--- config.mk ---
export PLATFORM = sky130hd
export DESIGN_NAME = enc_speed_sched
export DESIGN_NICKNAME = d
export VERILOG_FILES = /design/src/rtl/enc_sched_pkg.sv /design/src/rtl/enc_gate_timer.sv /design/src/rtl/enc_speed_sched.sv
export SDC_FILE = /design/constraint.sdc
export NUM_CORES = 1
export LEC_CHECK = 0
export CORE_MARGIN = 1
export CORE_UTILIZATION = 45
export CTS_BUF_LIST = sky130_fd_sc_hd__clkbuf_8
export CTS_CLUSTER_SIZE = 8
export DETAILED_ROUTE_END_ITERATION = 8
export PLACE_DENSITY = 0.68
export SLEW_MARGIN = 10
export SYNTH_ARGS = -nofsm -noshare
export SYNTH_HDL_FRONTEND = slang
export SYNTH_SLANG_ARGS = --single-unit
export TNS_END_PERCENT = 20
--- constraint.sdc ---
create_clock -name cka -period 2.25 [get_ports cka]
set_input_delay 0.45 -clock cka [delete_from_list [all_inputs] [get_ports cka]]
set_output_delay 0.45 -clock cka [all_outputs]
set_load 0.03 [all_outputs]
--- src/rtl/enc_sched_pkg.sv ---
// Shared types, default parameters and helpers for the encoder speed scheduler.
package enc_sched_pkg;

    typedef enum logic {
        IDLE = 1'b0,
        SEND = 1'b1
    } sched_state_e;

    localparam int DEF_NUM_ENC     = 4;
    localparam int DEF_CNT_W       = 8;
    localparam int DEF_GATE_CYCLES = 50000;

    // Channel index width; never below one bit so out_idx always exists.
    function automatic int idx_width(input int n);
        return (n <= 2) ? 1 : $clog2(n);
    endfunction

endpackage

--- src/rtl/enc_gate_timer.sv ---
// Sample-window gate timer: emits tick on the last cycle of each GATE_CYCLES window
// and a pulse on the first cycle enable is sampled high.
module enc_gate_timer
    import enc_sched_pkg::*;
#(
    parameter int GATE_CYCLES = DEF_GATE_CYCLES
) (
    input  logic cka,
    input  logic reset_n,
    input  logic enable,
    output logic tick,
    output logic en_rise
);

    localparam int TW = $clog2(GATE_CYCLES);

    logic [TW-1:0] timer_q, timer_d;
    logic          enable_q;

    // The timer stays at 0 on the enable rising edge so that the first
    // window spans exactly GATE_CYCLES cycles from the prev snapshot.
    always_comb begin
        en_rise = enable & ~enable_q;
        tick    = enable && (timer_q == TW'(GATE_CYCLES - 1));
        timer_d = '0;
        if (enable && enable_q && !tick) begin
            timer_d = timer_q + 1'b1;
        end
    end

    always_ff @(posedge cka or negedge reset_n) begin
        if (!reset_n) begin
            timer_q  <= '0;
            enable_q <= 1'b0;
        end else begin
            timer_q  <= timer_d;
            enable_q <= enable;
        end
    end

endmodule

--- src/rtl/enc_speed_sched.sv ---
// Windowed speed sampler: snapshots all encoder counts each window and streams the deltas.
// Optional macro ENC_SCHED_SEQ_EN adds the 8-bit window sequence number output out_seq.
module enc_speed_sched
    import enc_sched_pkg::*;
#(
    parameter int  NUM_ENC     = DEF_NUM_ENC,
    parameter int  CNT_W       = DEF_CNT_W,
    parameter int  GATE_CYCLES = DEF_GATE_CYCLES,
    localparam int IDX_W       = idx_width(NUM_ENC)
) (
    input  logic                     cka,
    input  logic                     reset_n,
    input  logic                     enable,
    input  logic [NUM_ENC*CNT_W-1:0] enc_count,
    input  logic                     clr_ovr,
    output logic                     out_valid,
    input  logic                     out_ready,
    output logic [CNT_W-1:0]         out_data,
    output logic [IDX_W-1:0]         out_idx,
    output logic                     busy,
    output logic                     overrun
`ifdef ENC_SCHED_SEQ_EN
    ,
    output logic [7:0]               out_seq
`endif
);

    logic tick, en_rise;

    enc_gate_timer #(
        .GATE_CYCLES(GATE_CYCLES)
    ) u_gate_timer (
        .cka    (cka),
        .reset_n(reset_n),
        .enable (enable),
        .tick   (tick),
        .en_rise(en_rise)
    );

    logic [CNT_W-1:0] cnt_ch [NUM_ENC];

    generate
        for (genvar gi = 0; gi < NUM_ENC; gi++) begin : g_ch
            assign cnt_ch[gi] = enc_count[gi*CNT_W +: CNT_W];
        end
    endgenerate

    sched_state_e     state_q, state_d;
    logic [IDX_W-1:0] idx_q, idx_d;
    logic [CNT_W-1:0] prev_q  [NUM_ENC];
    logic [CNT_W-1:0] prev_d  [NUM_ENC];
    logic [CNT_W-1:0] delta_q [NUM_ENC];
    logic [CNT_W-1:0] delta_d [NUM_ENC];
    logic             out_valid_q, out_valid_d;
    logic [CNT_W-1:0] out_data_q, out_data_d;
    logic [IDX_W-1:0] out_idx_q, out_idx_d;
    logic             busy_q, busy_d;
    logic             overrun_q, overrun_d;
    logic             accept, last_acc, load;

`ifdef ENC_SCHED_SEQ_EN
    logic [7:0] seq_q, seq_d;
`endif

    always_comb begin
        accept   = (state_q == SEND) && out_ready;
        last_acc = accept && (idx_q == IDX_W'(NUM_ENC - 1));
        // A tick landing on the final accept chains straight into the next burst.
        load     = tick && ((state_q == IDLE) || last_acc);

        state_d = state_q;
        idx_d   = idx_q;
        for (int i = 0; i < NUM_ENC; i++) begin
            prev_d[i]  = (tick || en_rise) ? cnt_ch[i] : prev_q[i];
            delta_d[i] = load ? (cnt_ch[i] - prev_q[i]) : delta_q[i];
        end

        if (load) begin
            state_d = SEND;
            idx_d   = '0;
        end else if (accept) begin
            if (last_acc) begin
                state_d = IDLE;
            end else begin
                idx_d = idx_q + 1'b1;
            end
        end

        overrun_d = overrun_q & ~clr_ovr;
        if (tick && (state_q == SEND) && !last_acc) begin
            overrun_d = 1'b1;
        end

        out_valid_d = (state_d == SEND);
        busy_d      = (state_d == SEND);
        out_idx_d   = out_idx_q;
        out_data_d  = out_data_q;
        if (state_d == SEND) begin
            out_idx_d  = idx_d;
            out_data_d = delta_d[idx_d];
        end

`ifdef ENC_SCHED_SEQ_EN
        seq_d = load ? seq_q + 8'd1 : seq_q;
`endif
    end

    always_ff @(posedge cka or negedge reset_n) begin
        if (!reset_n) begin
            state_q     <= IDLE;
            idx_q       <= '0;
            out_valid_q <= 1'b0;
            out_data_q  <= '0;
            out_idx_q   <= '0;
            busy_q      <= 1'b0;
            overrun_q   <= 1'b0;
            for (int i = 0; i < NUM_ENC; i++) begin
                prev_q[i]  <= '0;
                delta_q[i] <= '0;
            end
`ifdef ENC_SCHED_SEQ_EN
            seq_q       <= '0;
`endif
        end else begin
            state_q     <= state_d;
            idx_q       <= idx_d;
            out_valid_q <= out_valid_d;
            out_data_q  <= out_data_d;
            out_idx_q   <= out_idx_d;
            busy_q      <= busy_d;
            overrun_q   <= overrun_d;
            for (int i = 0; i < NUM_ENC; i++) begin
                prev_q[i]  <= prev_d[i];
                delta_q[i] <= delta_d[i];
            end
`ifdef ENC_SCHED_SEQ_EN
            seq_q       <= seq_d;
`endif
        end
    end

    assign out_valid = out_valid_q;
    assign out_data  = out_data_q;
    assign out_idx   = out_idx_q;
    assign busy      = busy_q;
    assign overrun   = overrun_q;
`ifdef ENC_SCHED_SEQ_EN
    assign out_seq   = seq_q;
`endif

endmodule
==> run metrics, run 1 <==
Synth Area in Adders 0.0848; Syn Nets 614; CTS tree done; post-placement setup slack -0.392 ns; Synth warnings 0; worst-margin pin slew 0.753 ns; Crit. End Element flop; Core Rows 39; met1 Usage GRT 0.256; count leader, synth dfrtp_1; CP required 2.52 ns; Combinational Power Share 0.249; hold-fix buffers at CTS 0; per-cell routed wire length 14.8 um; RSZ-0062 raised after global routing yes; Clk network pwr share 0.292; Reg power frac 0.459; leak pwr 0.00309 uW; Cells after Synth 543; first-pass iteration count of the detailed router 6; Slew HR 0.497; clock sink count 95; mux contribution to synthesized area 0.0941; largest family of logic cells by synthesized area simple AND/OR/NAND/NOR gates; period utilisation layout 0.951; vias in the first global route 4053; Synth area leaders dfrtp_1 44%, ha_1 7.0%, mux2_2 6.7%; Sw Pwr 1150 uW; startpoint type of the worst setup path input port; pwr/cell area 603 nW/um^2; Post-synth EDFFs 0; Initial Util 0.466; Clock Skew 0.00651 ns; Post-Synth XOR/XNOR Area 0.0685; Placeable Area 11500 um^2; CTS Root Cell clkbuf_8; Final ANT Viol Nets 0; Detailed Route WL 11600 um; via count 4134; pin count of the biggest net entering global routing 45; Max Fanout on Critical Path 2; synth cell count leaders 95 x dfrtp_1, 63 x nand2_1, 42 x inv_1, 39 x o21ai_0, 36 x nor2_1; GR peak layer met2; initial antenna violation count 0; layout cell share with drive strength beyond 1 0.188; crit path kind input port to flop; violated checks design-rule violations; die width 111 um; Final Worst Setup Slack 0.111 ns; Synth Area in Compound Gates 0.122; fraction of the mapped netlist area in simple logic gates 0.138; I/O Buffers 49; GRT met3 Usage 0.0437; critical path arrival 2.41 ns; HP Class input port to asynchronous set/reset pin; GRT Util Overall 0.200; top_reg_cell synth dfrtp_1; internal power 2850 uW; Layout area overhead 23.5%; Residual DRC 7; fmax 467 MHz; status finished with violations; # fillers 1022; die height 111 um; Yosys top cell by area dfrtp_1; CTS buffer count 9; GRT overflow 0; maxcap violations 0; post-synthesis register bit count 95; Final Max Tran Viols 0; H-tree lvl count 3; Syn Area/Cell 9.89 um^2; final net count 708; Clock Latency Late Sink 0.38 ns; diode count 0; CTS Buffer Depth 2; Worst-path clk slew 0.09 ns; placed wire-length estimate 8360 um; fin util 0.576; Peak VDD IR 0.357 mV; global-route wire length before repair 19400 um; I/O pin cnt 50; synth unique cells 58; initial drt markers 150; switching share of total power 0.287; sequential area share after synthesis 0.443; full die area 12400 um^2; Final setup violation count 0; total power 4000 uW; minimum clock period 2.14 ns; mapped cell area 5370 um^2; GPL Wtd Cong 0.844; setup tns final 0 ns; final hold violation count 0; FFs w/ async S/R, synth 1.00; Synth top area share 0.443; drt via density 5.27; routing usage on met2 0.325
==> sequential cells by signal (all words and copies together), names as in the netlist <==
| name | cells |
|---|---|
| u_gate_timer.enable_q | 1 |
| prev_q | 32 |
| busy | 1 |
| delta_q | 32 |
| overrun | 1 |
| out_data | 8 |
| idx_q | 2 |
| u_gate_timer.timer_q | 16 |
| out_idx | 2 |
==> worst max-delay path: stages <==
cell	delay, ns
clkdlybuf4s50_1	0.40
inv_1	0.07
ha_1	0.15
inv_1	0.05
fa_2	0.34
buf_4	0.14
a21o_1	0.16
a21oi_1	0.17
xnor2_1	0.16
nor2_1	0.07
a211oi_1	0.18
a21oi_1	0.06
==> placed cells by master (no fill, tap or decap), types with 3 or more instances in the layout <==
| cell type | count |
|---|---|
| a211oi_1 | 5 |
| mux2_2 | 32 |
| clkbuf_8 | 10 |
| o211ai_1 | 3 |
| dfrtp_1 | 95 |
| clkdlybuf4s50_1 | 48 |
| nand3_1 | 10 |
| nor2b_1 | 5 |
| xor2_1 | 15 |
| o21ai_0 | 39 |
| xnor2_1 | 26 |
| mux2i_1 | 10 |
| a21oi_1 | 20 |
| nor2_1 | 35 |
| o21ai_1 | 6 |
| inv_1 | 43 |
| a31oi_1 | 3 |
| nand2_1 | 63 |
| nand2b_1 | 6 |
| ha_1 | 30 |
| buf_12 | 3 |
| and3_1 | 7 |
| o21bai_1 | 4 |
| nor3_1 | 13 |
| buf_4 | 51 |
| o2111ai_1 | 3 |
| a21o_1 | 6 |
| fa_1 | 3 |
==> metal layers <==
metal  part of all wire  vias to the layer above
met5                  0                        -
met1               0.46                     1985
met4              0.024                        0
li1                   -                     2057
met2               0.47                       74
met3              0.039                       18
==> path summary, 6_finish.rpt <==
path	startpoint	to	slack, ns	depth (start not counted)
worst max-delay path	enc_count[0]	out_data[4]	0.11	12
worst min-delay path	reset_n	u_gate_timer.timer_q[5]	0.01	1
worst max register to register	idx_q[0]	out_data[3]	0.12	9
worst min register to register	u_gate_timer.timer_q[0]	u_gate_timer.timer_q[0]	0.47	1
max in group asynchronous	reset_n	prev_q[16]	1.60	2
min in group cka	u_gate_timer.timer_q[0]	u_gate_timer.timer_q[0]	0.47	1
==> cell families (layout without fill, tap and decap cells) <==
group | count (synthesis) | after routing
multiplexers | 44 | 44
AO/OA/AOI/OAI | 108 | 109
flip-flops | 95 | 95
buffers and inverters | 63 | 160
adder cells (fa/ha/maj) | 34 | 34
XOR/XNOR | 42 | 42
AND/OR/NAND/NOR | 157 | 158
==> power groups by stage <==
stage               Sequential, uW  Clock, uW  Combinational, uW
floorplan                     1860          0                614
global placement              1860          0                958
detailed placement            1870          0                984
CTS                           1840       1190                993
global route                  1850       1250               1120
finish                        1830       1170                996
==> area by class of cell <==
class,instances,area [um^2],share of cell area
Multi-Input combinational cell,387,2800,0.422
Sequential cell,95,2380,0.358
Timing Repair Buffer,102,923,0.139
Tap cell,143,179,0.0270
Inverter,42,158,0.0238
Clock buffer,10,138,0.0207
Clock inverter,6,60.1,0.00905
==> per-stage QoR <==
stage,instances,cell area [um^2],hold WS (ns)
after floorplan,543,5370,0.154
after global placement,765,6350,0.429
after detailed placement,765,6350,0.446
after CTS,782,6550,0.0217
after global routing,785,6640,0.0454
final,785,6640,0.0138
==> repair_timing <==
item	CTS	global route
gates resized for setup	0	14
setup endpoints to repair	28	68
setup buffers	0	2
gates cloned	1	1
pin swaps	0	10
(Power assumes the default switching activity.)
==> run 2: changes to the inputs <==
--- a/config.mk
+++ b/config.mk
@@ -10,6 +10,7 @@
 export CTS_BUF_LIST = sky130_fd_sc_hd__clkbuf_8
 export CTS_CLUSTER_SIZE = 8
 export DETAILED_ROUTE_END_ITERATION = 8
+export GPL_TIMING_DRIVEN = 0
 export PLACE_DENSITY = 0.68
 export SLEW_MARGIN = 10
 export SYNTH_ARGS = -nofsm -noshare
==> run 2 against run 1 <==
The run still ends with design-rule violations left. Total power decreased by 0.89%. Final cell count decreased by 1.8%. Die area unchanged. Via count decreased by 0.22%. Combinational power decreased by 6.4%. Register-to-register slack got worse by 0.11 ns. Utilization increased by 0.065 points. Flip-flop and latch count unchanged. Maximum frequency decreased by 4.6%. First-iteration DRC count increased by 43%. Largest cell class unchanged. Largest power group unchanged. Highest routed layer unchanged.
==> run metrics, run 2 (synthesized netlist as in run 1, its figures left out) <==
largest registers delta_q x32, prev_q x32, u_gate_timer.timer_q x16; commonest non-fill, non-tap cell in the layout dfrtp_1; Final Worst Setup Slack 0.00747 ns (-0.103 ns); most frequent cells in the layout 94 x dfrtp_1, 52 x nand2_1, 47 x clkdlybuf4s50_1, 41 x inv_1; clock sink count 95 (unchanged); GRT Util Overall 0.199 (-0.00126); leak pwr 0.00303 uW (-1.9%); first-pass iteration count of the detailed router 6 (unchanged); Worst-path clk slew 0.09 ns (about the same); vias in the first global route 4090 (+0.91%); hold-fix buffers at CTS 0 (unchanged); Crit. End Element flop; CTS tree done; Final ANT Viol Nets 0 (unchanged); fin util 0.577 (+0.000652); CP max-delay cell or4_4; Final Max Tran Viols 0 (unchanged); HP Class input port to asynchronous set/reset pin; drt via density 5.35 (+1.6%); crit path kind flop to flop; final hold violation count 0 (unchanged); setup tns final 0 ns (unchanged); period utilisation layout 0.997 (+0.0460); pwr/cell area 597 nW/um^2 (-1.0%); I/O pin cnt 50 (unchanged); critical path arrival 2.51 ns (+0.10 ns); GRT overflow 0 (unchanged); global-route wire length before repair 19400 um (about the same); H-tree lvl count 3 (unchanged); worst-path cell chain nor4_4, nand3_2, or4_4, nand2b_4, buf_8, clkbuf_16, nand2_2, o21ai_1; CP endpoint delta_q[6]; GPL Wtd Cong 0.842 (-0.21%); initial antenna violation count 0 (unchanged); Placeable Area 11500 um^2 (unchanged); CTS Root Cell clkbuf_8; reg2reg setup slack 0.007 ns (-0.11 ns); Setup crit start u_gate_timer.timer_q[4]; post-placement setup slack -0.696 ns (-0.304 ns); full die area 12400 um^2 (unchanged); cell family with most CP delay simple AND/OR/NAND/NOR gates; worst-margin pin slew 0.776 ns (+0.0228 ns); Clock Latency Late Sink 0.39 ns (about the same); RSZ-0062 raised after global routing yes; startpoint type of the worst setup path flop; CP required 2.52 ns (about the same); I/O Buffers 49 (unchanged); pin count of the biggest net entering global routing 55 (+22%); CTS buffer count 9 (unchanged); fmax 446 MHz (-4.6%); violated checks design-rule violations; maxcap violations 0 (unchanged); status finished with violations; RR Startpoint u_gate_timer.timer_q[4]; Max stage delay on crit path 0.63 ns (+0.23 ns); diode count 0 (unchanged); minimum clock period 2.24 ns (+0.103 ns); Detailed Route WL 11700 um (+0.20%); Clock Skew 0.00855 ns (+0.00205 ns); die width 111 um (unchanged); initial drt markers 215 (+43%); CTS Buffer Depth 2 (unchanged); Initial Util 0.466 (unchanged); cell depth of the worst flop-to-flop path 8 (-1); Buffers & Inverters on Critical Path 2 (-2); via count 4125 (-0.22%); Core Rows 39 (unchanged); layout cell share with drive strength beyond 1 0.204 (+0.0153); Final setup violation count 0 (unchanged); die height 111 um (unchanged); Layout area overhead 23.7%; Slew HR 0.482 (-0.0152); per-cell routed wire length 15.1 um (+2.0%); Residual DRC 6 (-1); Peak VDD IR 0.409 mV (+14%); reg2reg end delta_q[6]; placed wire-length estimate 8430 um (+0.87%); Max Fanout on Critical Path 8 (+6); Levels on crit path 8 (-4); final net count 694 (-2.0%)
[run 2: changes by cell type in the layout (fill, tap and decap cells not counted), moves of 4 or more]
cell	before	now
nand2_1	63	52
buf_2	0	4
o21ai_2	0	6
clkbuf_1	0	6
buf_4	51	22
nand2_2	1	10
o21ai_0	39	35
[run 2: metal layers]
layer	track usage	share of wire
met3	0.0317	0.031
met4	0.0856	0.019
met1	0.257	0.46
met2	0.330	0.49
met5	0	0
[run 2: timing repair]
action                                  in CTS  in global routing
endpoints found under the setup margin      51                 74
pin swaps                                    5                 17
setup buffers                                0                 18
gates resized for setup                     10                 57
gates cloned                                 0                  2
[run 2: worst min path at each step]
stage                                  startpoint                       end  slack [ns]  cells after the start
after floorplan                           reset_n                      busy        0.15                      0
after global placement    u_gate_timer.timer_q[0]   u_gate_timer.timer_q[0]        0.44                      1
after detailed placement              delta_q[17]               delta_q[17]        0.45                      2
after CTS                                 reset_n  u_gate_timer.timer_q[13]        0.07                      1
after global routing                      reset_n  u_gate_timer.timer_q[13]        0.08                      1
final                                     reset_n  u_gate_timer.timer_q[13]        0.05                      1
[run 2: layout make-up]
cell class                 instances  area, um^2
clock inverter                     5        56.3
clock buffer                      11         151
timing repair buffer              70         703
sequential                        95        2380
buffer                            20         133
tap                              143         179
fill                            1014        4870
inverter                          42         158
multi-input combinational        385        2890
[run 2: power by group]
group	switching, uW	internal (uW)	total, uW
registers	42.5	1790	1830
clock network	626	572	1200
logic	480	452	932
total	1150	2820	3960
[run 2: metrics by stage]
stage          std cells  power [uW]  instance area (um^2)  hold WS [ns]
6_report             771        3960                  6640        0.0498
5_1_grt              771        4190                  6640        0.0849
4_1_cts              752        3950                  6310        0.0695
3_5_place_dp         736        2750                  6070         0.452
3_3_place_gp         735        2710                  6040         0.438
2_1_floorplan        543        2470                  5370         0.154
